$ cat src/rtl/lcd_arb_pkg.sv
// Shared types and constants for the LCD byte-write arbiter.
package lcd_arb_pkg;

  localparam int BYTE_W = 8;

  typedef enum logic [1:0] {
    ST_IDLE  = 2'b00,
    ST_LOAD  = 2'b01,
    ST_WRITE = 2'b10,
    ST_GAP   = 2'b11
  } arb_state_t;

  // Round-robin successor of a requester index, wrapping at n.
  function automatic logic [1:0] next_ptr(input logic [1:0] ptr, input int n);
    return (int'(ptr) + 1 >= n) ? 2'd0 : ptr + 2'd1;
  endfunction

endpackage

$ cat src/rtl/lcd_write_arbiter_rr_pick.sv
// Combinational round-robin picker: first valid requester at or above rr_ptr, wrapping.
module rr_pick #(
  parameter int N_REQ = 2
) (
  input  logic [N_REQ-1:0] req_valid,
  input  logic [1:0]       rr_ptr,
  output logic [N_REQ-1:0] grant
);

  logic found;

  always_comb begin
    grant = '0;
    found = 1'b0;
    for (int k = 0; k < N_REQ; k++) begin
      for (int i = 0; i < N_REQ; i++) begin
        if (!found && req_valid[i] && (i == (int'(rr_ptr) + k) % N_REQ)) begin
          grant[i] = 1'b1;
          found    = 1'b1;
        end
      end
    end
  end

endmodule

$ cat src/rtl/lcd_write_arbiter.sv
// Packet-locked round-robin arbiter in front of the LCD transaction byte-write port.
// Optional watchdog on the write handshake: define LCD_ARB_WDOG_EN (adds err_timeout).
module lcd_write_arbiter
  import lcd_arb_pkg::*;
#(
  parameter int N_REQ     = 2,
  parameter int MAX_BYTES = 32,
  parameter int TIMEOUT   = 4095
) (
  input  logic                    clk,
  input  logic                    reset,
  input  logic                    init_done,
  input  logic                    send_data_done,
  input  logic [N_REQ-1:0]        req_valid,
  input  logic [BYTE_W*N_REQ-1:0] req_data,
  input  logic [N_REQ-1:0]        req_last,
  output logic [N_REQ-1:0]        req_ready,
  output logic [N_REQ-1:0]        grant,
  output logic                    do_write_data,
  output logic [BYTE_W-1:0]       data_to_write,
  output logic                    busy,
  output logic                    err_overrun
`ifdef LCD_ARB_WDOG_EN
  ,
  output logic                    err_timeout
`endif
);

  localparam int CNT_W = $clog2(MAX_BYTES + 1);

  if (N_REQ < 2 || N_REQ > 4 || MAX_BYTES < 1 || TIMEOUT < 1) begin : g_bad_params
    $error("lcd_write_arbiter: unsupported parameter set");
  end

  arb_state_t        state_q, state_d;
  logic [N_REQ-1:0]  grant_q, grant_d, pick;
  logic              busy_q, busy_d;
  logic              do_q, do_d;
  logic              last_q, last_d;
  logic              ovr_q, ovr_d;
  logic [BYTE_W-1:0] data_q, data_d, owner_data;
  logic [CNT_W-1:0]  cnt_q, cnt_d;
  logic [1:0]        rr_q, rr_d, owner;
  logic              owner_valid, owner_last, pkt_end;

`ifdef LCD_ARB_WDOG_EN
  localparam int WD_W = $clog2(TIMEOUT + 1);
  logic [WD_W-1:0] wd_q, wd_d;
  logic            tmo_q, tmo_d;
`endif

  rr_pick #(.N_REQ(N_REQ)) u_rr_pick (
    .req_valid (req_valid),
    .rr_ptr    (rr_q),
    .grant     (pick)
  );

  always_comb begin
    owner = 2'd0;
    for (int i = 0; i < N_REQ; i++) begin
      if (grant_q[i]) owner = 2'(i);
    end
  end

  assign owner_valid = |(grant_q & req_valid);
  assign owner_last  = |(grant_q & req_last);
  assign owner_data  = req_data[BYTE_W*owner +: BYTE_W];
  assign pkt_end     = last_q || (cnt_q == CNT_W'(MAX_BYTES));

  // Only the owner may be handed a byte, and only while a byte slot is open.
  assign req_ready = (state_q == ST_LOAD) ? (grant_q & req_valid) : '0;

  always_comb begin
    state_d = state_q;
    grant_d = grant_q;
    busy_d  = busy_q;
    do_d    = do_q;
    data_d  = data_q;
    last_d  = last_q;
    cnt_d   = cnt_q;
    rr_d    = rr_q;
    ovr_d   = ovr_q;
`ifdef LCD_ARB_WDOG_EN
    wd_d    = wd_q;
    tmo_d   = 1'b0;
`endif
    case (state_q)
      ST_IDLE: begin
        if (init_done && |req_valid) begin
          grant_d = pick;
          busy_d  = 1'b1;
          state_d = ST_LOAD;
        end
      end
      ST_LOAD: begin
        if (owner_valid) begin
          data_d  = owner_data;
          last_d  = owner_last;
          cnt_d   = cnt_q + CNT_W'(1);
          do_d    = 1'b1;
          state_d = ST_WRITE;
`ifdef LCD_ARB_WDOG_EN
          wd_d    = '0;
`endif
        end
      end
      ST_WRITE: begin
        if (send_data_done) begin
          do_d    = 1'b0;
          state_d = ST_GAP;
        end
`ifdef LCD_ARB_WDOG_EN
        else if (wd_q == WD_W'(TIMEOUT - 1)) begin
          // Abandon the packet; unsent bytes stay with the requester.
          do_d    = 1'b0;
          grant_d = '0;
          busy_d  = 1'b0;
          rr_d    = next_ptr(owner, N_REQ);
          cnt_d   = '0;
          tmo_d   = 1'b1;
          state_d = ST_IDLE;
        end else begin
          wd_d = wd_q + WD_W'(1);
        end
`endif
      end
      ST_GAP: begin
        if (pkt_end) begin
          grant_d = '0;
          busy_d  = 1'b0;
          rr_d    = next_ptr(owner, N_REQ);
          cnt_d   = '0;
          if (!last_q) ovr_d = 1'b1;
          state_d = ST_IDLE;
        end else begin
          state_d = ST_LOAD;
        end
      end
      default: state_d = ST_IDLE;
    endcase
  end

  always_ff @(posedge clk or posedge reset) begin
    if (reset) begin
      state_q <= ST_IDLE;
      grant_q <= '0;
      busy_q  <= 1'b0;
      do_q    <= 1'b0;
      data_q  <= '0;
      last_q  <= 1'b0;
      cnt_q   <= '0;
      rr_q    <= 2'd0;
      ovr_q   <= 1'b0;
`ifdef LCD_ARB_WDOG_EN
      wd_q    <= '0;
      tmo_q   <= 1'b0;
`endif
    end else begin
      state_q <= state_d;
      grant_q <= grant_d;
      busy_q  <= busy_d;
      do_q    <= do_d;
      data_q  <= data_d;
      last_q  <= last_d;
      cnt_q   <= cnt_d;
      rr_q    <= rr_d;
      ovr_q   <= ovr_d;
`ifdef LCD_ARB_WDOG_EN
      wd_q    <= wd_d;
      tmo_q   <= tmo_d;
`endif
    end
  end

  assign grant         = grant_q;
  assign busy          = busy_q;
  assign do_write_data = do_q;
  assign data_to_write = data_q;
  assign err_overrun   = ovr_q;
`ifdef LCD_ARB_WDOG_EN
  assign err_timeout   = tmo_q;
`endif

endmodule

$ cat config.mk
export PLATFORM = sky130hd
export DESIGN_NAME = lcd_write_arbiter
export DESIGN_NICKNAME = d
export VERILOG_FILES = /design/src/rtl/lcd_arb_pkg.sv /design/src/rtl/lcd_write_arbiter_rr_pick.sv /design/src/rtl/lcd_write_arbiter.sv
export SDC_FILE = /design/constraint.sdc
export NUM_CORES = 1
export LEC_CHECK = 0
export ABC_AREA = 1
export CORE_ASPECT_RATIO = 2
export CORE_MARGIN = 5
export CORE_UTILIZATION = 30
export CTS_BUF_LIST = sky130_fd_sc_hd__clkbuf_16
export CTS_CLUSTER_DIAMETER = 50
export CTS_CLUSTER_SIZE = 40
export DETAILED_ROUTE_END_ITERATION = 6
export PLACE_DENSITY_LB_ADDON = 0.08
export SLEW_MARGIN = 30
export SYNTH_ARGS = -nofsm -noshare
export SYNTH_HDL_FRONTEND = slang
export SYNTH_SLANG_ARGS = --single-unit
export TNS_END_PERCENT = 30
$ cat constraint.sdc
create_clock -name clk -period 2.3 [get_ports clk]
set_input_delay 0.46 -clock clk [delete_from_list [all_inputs] [get_ports clk]]
set_output_delay 0.46 -clock clk [all_outputs]
set_load 0.02 [all_outputs]
==> qor.yml <==
status:
  status: "completed"
timing:
  fmax_mhz: 494
  hold_slack_ns: 0.387
  fin_crit_sh: 0.880
  slew_headroom: 0.676
  fin_skew_ns: 0.00288
  finalHoldViolCount: 0
  drv_slew: 0
  setup_tns_ns: 0
  rsz0062_at_grt: "no"
  fin_crit_ns: 2.02
  report.final.setup_viol: 0
  worst_pin_slew_ns: 0.484
pwr:
  power.density_mw_per_mm2: 1200
  peakVddDrop_mv: 0.666
  clkPwrFrac: 0.164
  net-switching-power_mw: 0.981
  power.total_mw: 2.28
  p_int_mw: 1.30
  switching_share: 0.431
  power.leakage_nw: 0.891
  power_frac_seq: 0.312
  comb_power_share: 0.524
grt:
  grt_pass1_wl_mm: 5.56
  grt_pass1_vias: 1213
  grt_max_degree: 21
  antenna_found_initial: 0
  grt_usage: 0.115
  grt-ovfl-total: 0
detailed_routing:
  via_count: 1220
  detail-route-antenna-nets: 0
  drt_first_pass_iters: 4
  wl_per_cell_um: 12.0
  drtIter0Drc: 21
  drcViolationCount: 0
  wl_mm: 3.22
  post_drt_via_cell_ratio: 4.57
yosys:
  synth_top_area_share: 0.419
  synth_area_per_cell_um2: 8.13
  ys.flop_type: "dfrtp_1"
  synth_edf_count: 0
  ys_seq_area_frac: 0.419
  synth_area_mm2: 0.00137
  async_flop_share: 1.00
  syn_nets: 200
  synth.ff_latch_count: 23
  synth_cell_types: 23
  synth_area_leaders: "dfrtp_1 (42%), nand2_1 (14%), ha_1 (6.4%)"
  synth-warning-count: 0
  synth_cells: 169
  synth_largest_area_cell: "dfrtp_1"
flow_run:
  maxCapViolations: 0
clocking:
  cts_max_level: 1
  insertion_delay_ns: 0.26
  postCtsSetupBuffers: 0
  root_buffer: "clkbuf_16"
  path_clk_slew_ns: 0.06
  cts_buffer_depth: 2
  cts_hold_buf: 0
  clock-sinks: 23
  cts_tree: "done"
  cts_inserted_buffers: 3
die:
  core-area_mm2: 0.00451
  start_util: 0.305
  die_width_um: 57.9
  num_rows: 35
  io_pins: 39
  die_area_mm2: 0.00611
  die_h_um: 106
setup_path:
  cp.required_ns: 1.84
  ff2ff_path_depth: 6
  timing_worst_setup_path_type: "register to primary output"
  worstPathMaxFanout: 5
  r2r-start: "state_q[1]"
  critPathLaunchType: "register"
  endpoint_kind: "primary output"
  critical_path_arrival_ns: 1.56
  r2r-end: "last_q"
  timing.reg2reg.setup_slack_ns: 0.66
min_path:
  min_path_type: "input port to asynchronous set/reset pin"
finish:
  most-common-layout-cells: "nand2_1 (51), clkdlybuf4s50_1 (36), dfrtp_1 (23)"
  drive_gt1_frac: 0.137
  nets: 244
  finish.utilization: 0.421
  area_growth_pct: 38.3
  antenna_cells: 0
  fill_cells: 446
  fin_area_mm2: 0.00190
  final_common_cell: "nand2_1"
placement:
  gp_congestion: 0.806
  hpwl_mm: 2.48
  io_buffers: 38
  postPlaceCellArea_mm2: 0.00182
## power groups by stage
stage | Sequential, mW | Combinational, mW | Clock (mW)
after floorplan | 0.817 | 0.732 | 0
after global placement | 0.719 | 1.21 | 0
after detailed placement | 0.718 | 1.22 | 0
after CTS | 0.711 | 1.22 | 0.389
after global routing | 0.737 | 1.36 | 0.407
final | 0.710 | 1.19 | 0.374
## cells in the mapped netlist, types with 2 or more instances
library cell  count
o21bai_1          3
a31oi_1           9
nand2_1          51
o21ai_0           4
ha_1              7
inv_1            16
nand4_1           2
or2_2             2
nand2_2           5
o21ai_2           5
nand3_1          12
nor2_4            3
nor2_1           17
nand2_4           2
dfrtp_1          23
## final cells by class
class	count	area [um2]	share of cell area
clock buffers	3	75.1	0.0395
clock inverters	1	5.00	0.00264
inverters	17	63.8	0.0336
multi-input cells	125	692	0.364
flip-flops and latches	23	576	0.303
well taps	55	68.8	0.0362
repair buffers	43	419	0.221
## per-layer routing
| layer | GRT usage | part of all wire | vias to the layer above | routed length (um) |
|---|---|---|---|---|
| met5 | 0 | 0 | - | 0 |
| met4 | 0.0547 | 0.021 | 0 | 68 |
| met3 | 0.0184 | 0.036 | 5 | 115 |
| met2 | 0.188 | 0.51 | 22 | 1630 |
| met1 | 0.143 | 0.44 | 564 | 1400 |
| li1 | - | - | 629 | - |
## critical path, cell delays in order, from the launching register on
cell and delay, ns:
dfrtp_1 0.40, inv_1 0.14, ha_1 0.22, inv_1 0.12, nor2_1 0.11, dlygate4sd2_1 0.34
## registers in the layout, summed over array words and instances, names as in the netlist
register       cells
err_overrun        1
data_to_write      8
do_write_data      1
grant              2
cnt_q              6
busy               1
state_q            2
rr_q               1
last_q             1
## repair_timing
action / CTS / global route
resized for setup: 1 / 1
gates cloned: 0 / 0
setup endpoints to repair: 1 / 1
## worst max-delay path by stage
| stage | endpoint | slack (ns) | cells past startpoint | startpoint |
|---|---|---|---|---|
| after floorplan | req_ready[0] | 0.76 | 4 | state_q[1] |
| after global placement | req_ready[0] | 0.11 | 4 | req_valid[0] |
| after detailed placement | req_ready[0] | 0.11 | 4 | req_valid[0] |
| after CTS | req_ready[1] | 0.04 | 5 | state_q[1] |
| after global routing | req_ready[0] | 0.14 | 5 | state_q[1] |
| final | req_ready[0] | 0.28 | 5 | state_q[1] |
## through the flow
| stage | setup WS [ns] | instances |
|---|---|---|
| detailed placement | 0.109 | 263 |
| CTS | 0.0394 | 267 |
| floorplan | 0.759 | 169 |
| global route | 0.140 | 267 |
| global placement | 0.111 | 263 |
| finish | 0.275 | 267 |
## logic make-up (layout without fill, tap and decap cells)
logic type	count (synthesis)	after routing	share of synthesized area
buffers and inverters	21	64	0.0774
and+or+nand+nor	95	95	0.319
AOI/OAI and AO/OA	23	23	0.121
DFF	23	23	0.419
adders and majority gates	7	7	0.0637
Note: power is estimated with default switching activity, not from simulation.
==> edit 1: new RTL, same flow settings <==
Add a define of `LCD_ARB_WDOG_EN`.
--- a/src/rtl/lcd_write_arbiter.sv
+++ b/src/rtl/lcd_write_arbiter.sv
@@ -1,5 +1,7 @@
 // Packet-locked round-robin arbiter in front of the LCD transaction byte-write port.
 // Optional watchdog on the write handshake: define LCD_ARB_WDOG_EN (adds err_timeout).
+`define LCD_ARB_WDOG_EN
+
 module lcd_write_arbiter
   import lcd_arb_pkg::*;
 #(
Behaviour (old outputs only; new: err_timeout): no difference found for any inputs over 10 cycles, from zero or initial values and one cycle with reset high; that may be too few to reach the edited logic, so the function may still have changed.
==> edit 1 against the unedited design <==
Routed wire length rose by 91%; core utilization decreased by 2.3 points; final area increased by 52%; power fell by 41%; worst setup slack worse by 0.10 ns; critical path depth is the same; combinational power fell by 95%; area after synthesis is 63% higher; sequential cell count up 13.
==> edit 1: results <==
set metrics [dict create \
    nets 395 \
    synth-main-ff-cell "dfrtp_1" \
    p_leak_nw 1.39 \
    netSwitchingFraction_pct 20.6 \
    use_met2_pct 28.5 \
    drive_above_1_share_pct 7.73 \
    dpl-instance-area_um2 2760 \
    numCtsBuffers 5 \
    syn-num-nets 345 \
    drtIter0Drc 61 \
    hp-class "flop to flop" \
    period_share_pct 92.5 \
    place_congestion 0.790 \
    slew_headroom_pct 66.8 \
    regToRegSetupSlack_ns 0.40 \
    synth.top_cell.area_share_pct 40.3 \
    critPathRequiredTime_ns 1.84 \
    largest_reg_flops 12 \
    whs_ns 0.474 \
    gr-usage-met1_pct 12.4 \
    outcome "complete, no violations" \
    h-tree-depth 2 \
    grt_pass1_wl_um 10300 \
    synth_cell_types 26 \
    clk_pin_slew_worst_paths_ns 0.05 \
    diodes 0 \
    ys_async_sr_fraction_pct 100 \
    first_global_vias 2226 \
    vias 2120 \
    grt_max_degree 37 \
    grt_use_met3_pct 3.05 \
    via_per_inst 4.67 \
    portBuffers 39 \
    seq_area_frac_synth_pct 40.3 \
    pwr-share-comb_pct 4.7 \
    pg_clk_uw 641 \
    dp.cells 447 \
    syn_area_per_cell_um2 7.16 \
    synth.top_cells.by_area "dfrtp_1 (40%), nand2_1 (17%), nor2_1 (6.7%)" \
    grt_use_total_pct 14.3 \
    fin_worst_skew_ns 0.00292 \
    clk_latency_ns 0.28 \
    hpwl_um 4870 \
    synth_top_cells_by_count "nand2_1 (102), nor2_1 (40), dfrtp_1 (36)" \
    powerDensity_nw_per_um2 462 \
    antenna_found_initial 0 \
    max-vdd-ir-drop_mv 0.323 \
    worst_path_largest_cell_delay_ns 0.44 \
    post-place-ws_ns 0.0751 \
    wire_per_inst_um 13.5 \
]
==> edit 1: cell count changes in the layout (fill, tap and decap cells not counted), sizes merged, moves of 3 or more <==
cell / before / now
buf: 5 / 12
dfrtp: 23 / 36
inv: 17 / 36
nand2: 58 / 103
nand3: 13 / 29
nand4: 2 / 15
nor2: 20 / 42
o21ai: 10 / 18
o21bai: 3 / 0
==> edit 1: worst min-delay path, cell delays in order, from the launching register on <==
cell and delay (ns):
dfrtp_1 0.34, nand2_1 0.05, nand2_1 0.05
==> edit 1: final timing paths <==
check                      startpoint      endpoint  cells after the start
min in group asynchronous       reset      cnt_q[4]                      3
min reg2reg                      busy          busy                      2
max                        state_q[1]  req_ready[0]                      5
max in group asynchronous       reset        last_q                      3
min                              busy          busy                      2
max reg2reg                state_q[0]      cnt_q[5]                      8
==> edit 1: routing by layer <==
| layer | vias up | routed length (um) |
|---|---|---|
| li1 | 1103 | - |
| met1 | 967 | 2070 |
| met2 | 37 | 3640 |
| met3 | 13 | 196 |
| met4 | 0 | 233 |
| met5 | - | 0 |
==> edit 1: cell families (layout without fill, tap and decap cells) <==
logic type,Yosys count,after routing,synth area share (%)
adder cells (fa/ha/maj),9,9,5.04
AO/OA/AOI/OAI,31,31,8.18
XOR/XNOR,3,3,1.18
flip-flops,36,36,40.3
buffers and inverters,44,94,9.19
AND/OR/NAND/NOR,189,189,36.1
==> edit 1: layout make-up <==
class / instances / area [um2]
clock inverters: 2 / 8.76
clock buffers: 5 / 125
fillers: 809 / 4370
multi-input cells: 232 / 1130
well taps: 92 / 115
inverters: 36 / 138
repair buffers: 51 / 478
flip-flops and latches: 36 / 901
==> edit 1: timing repair <==
item	in CTS	in global routing
resized for setup	2	0
hold endpoints to repair	0	0
endpoints found under the setup margin	2	0
==> edit 2: new RTL, same flow settings <==
Made on the original files. Encoding of `arb_state_t`: now one-hot (4 bits for 4 states).
--- a/src/rtl/lcd_arb_pkg.sv
+++ b/src/rtl/lcd_arb_pkg.sv
@@ -3,11 +3,11 @@
 
   localparam int BYTE_W = 8;
 
-  typedef enum logic [1:0] {
-    ST_IDLE  = 2'b00,
-    ST_LOAD  = 2'b01,
-    ST_WRITE = 2'b10,
-    ST_GAP   = 2'b11
+  typedef enum logic [3:0] {
+    ST_IDLE  = 4'b0001,
+    ST_LOAD  = 4'b0010,
+    ST_WRITE = 4'b0100,
+    ST_GAP   = 4'b1000
   } arb_state_t;
 
   // Round-robin successor of a requester index, wrapping at n.
Check against the original RTL: no difference found for any inputs over 10 cycles, from zero or initial values and one cycle with reset high; not proved beyond that.
==> edit 2 against the unedited design <==
Final area grew 1.9%; register-to-register slack gained 0.25 ns; area after synthesis grew 1.5%; routed wire length grew 17%; synthesized cell count grew 7.7%; sequential cell count grew 2; worst setup slack lost 0.19 ns; power shrank 7.3%; critical path type is now input pin to output pin; cell count grew 5.2%; combinational power shrank 17%; critical endpoint unchanged.
==> edit 2: results <==
set metrics [dict create \
    syn-num-nets 208 \
    met2_length_um 2050 \
    crit_slowest_cell "clkdlybuf4s50_1" \
    dpl-instance-area_um2 1860 \
    first_global_vias 1379 \
    grt_use_total_pct 13.2 \
    dp.cells 277 \
    ys.warnings.count 0 \
    use_met2_pct 24.1 \
    outcome "complete, no violations" \
    h-tree-depth 1 \
    clk_pin_slew_worst_paths_ns 0.06 \
    hpwl_um 3070 \
    via_per_inst 4.63 \
    clockRootBuffer "clkbuf_16" \
    synth.top_cells.by_area "dfrtp_1 (43%), nand2_1 (15%), nor2_1 (9.4%)" \
    met3_wirelength_um 165 \
    grt_max_degree 18 \
    area_growth_pct 38.9 \
    post-place-ws_ns 0.0694 \
    post_cts_resized 0 \
    p_leak_nw 0.937 \
    min_path_cells 2 \
    synth_cell_types 26 \
    wl_met1_um 1430 \
    ys_async_sr_fraction_pct 100 \
    hp-class "flop to flop" \
    cp.arrival_ns 1.76 \
    drtIter0Drc 44 \
    whs_ns 0.486 \
    syn_area_per_cell_um2 7.66 \
    drive_above_1_share_pct 11.1 \
    worst_path_largest_cell_delay_ns 0.61 \
    slew_headroom_pct 60.7 \
    fin_worst_skew_ns 0.00336 \
    numCtsBuffers 3 \
    grt_use_met3_pct 2.67 \
    nFillCells 484 \
    wirelength_um 3770 \
    gr-usage-met1_pct 13.3 \
    r2r-end "grant[1]" \
    grt_pass1_wl_um 6270 \
    synth_top_cells_by_count "nand2_1 (57), nor2_1 (35), dfrtp_1 (24)" \
    cp_max_fo 3 \
    regToRegSetupSlack_ns 0.91 \
    whs_endpoint "data_to_write[6]" \
    place_congestion 0.884 \
    rr_startpoint "state_q[1]" \
    vias 1302 \
    nets 253 \
    max-vdd-ir-drop_mv 0.471 \
    seq_area_frac_synth_pct 45.0 \
]
==> edit 2: cell count changes in the layout (fill, tap and decap cells not counted), moves of 2 or more <==
cell / change
nand2_1: +6
o31ai_1: +7
clkdlybuf4s50_1: +2
nor2_1: +18
nor2_2: +4
o21ai_2: -5
xor2_1: +2
o21ai_1: +2
nand3_1: -5
a31oi_1: -9
ha_1: -5
or2_2: -2
==> edit 2: cell families after synthesis <==
logic type | after synthesis | share of synthesized area [%]
adder cells (fa/ha/maj) | 2 | 1.80
XOR/XNOR | 3 | 1.89
AO/OA/AOI/OAI | 17 | 8.62
flip-flops | 25 | 45.0
buffers and inverters | 19 | 6.10
AND/OR/NAND/NOR | 116 | 36.6
==> edit 2: worst max-delay path by stage <==
| stage | end | slack, ns | start | depth (start not counted) |
|---|---|---|---|---|
| floorplan | req_ready[0] | 0.91 | state_q[2] | 3 |
| global placement | req_ready[0] | 0.07 | req_valid[0] | 4 |
| finish | req_ready[0] | 0.08 | req_valid[0] | 4 |
| global route | req_ready[0] | 0.02 | req_valid[0] | 4 |
| detailed placement | req_ready[0] | 0.07 | req_valid[0] | 4 |
| CTS | req_ready[0] | 0.07 | req_valid[0] | 4 |
==> edit 2: worst max-delay path: cells and delay by family <==
family,cells,cell delay (ns)
AND/OR/NAND/NOR,2,0.19
buffers and inverters,2,1.10
==> edit 2: cell type report <==
cell class	instances	area [um2]	share of cell area, %
clock buffers	3	75.1	3.88
clock inverters	1	3.75	0.194
inverters	17	68.8	3.56
multi-input cells	138	682	35.2
flip-flops and latches	25	627	32.4
well taps	55	68.8	3.56
repair buffers	42	410	21.2
==> edit 2: power breakdown <==
group	switching, mW	internal [mW]
sequential	0.125	0.600
combinational	0.574	0.418
clock	0.161	0.233
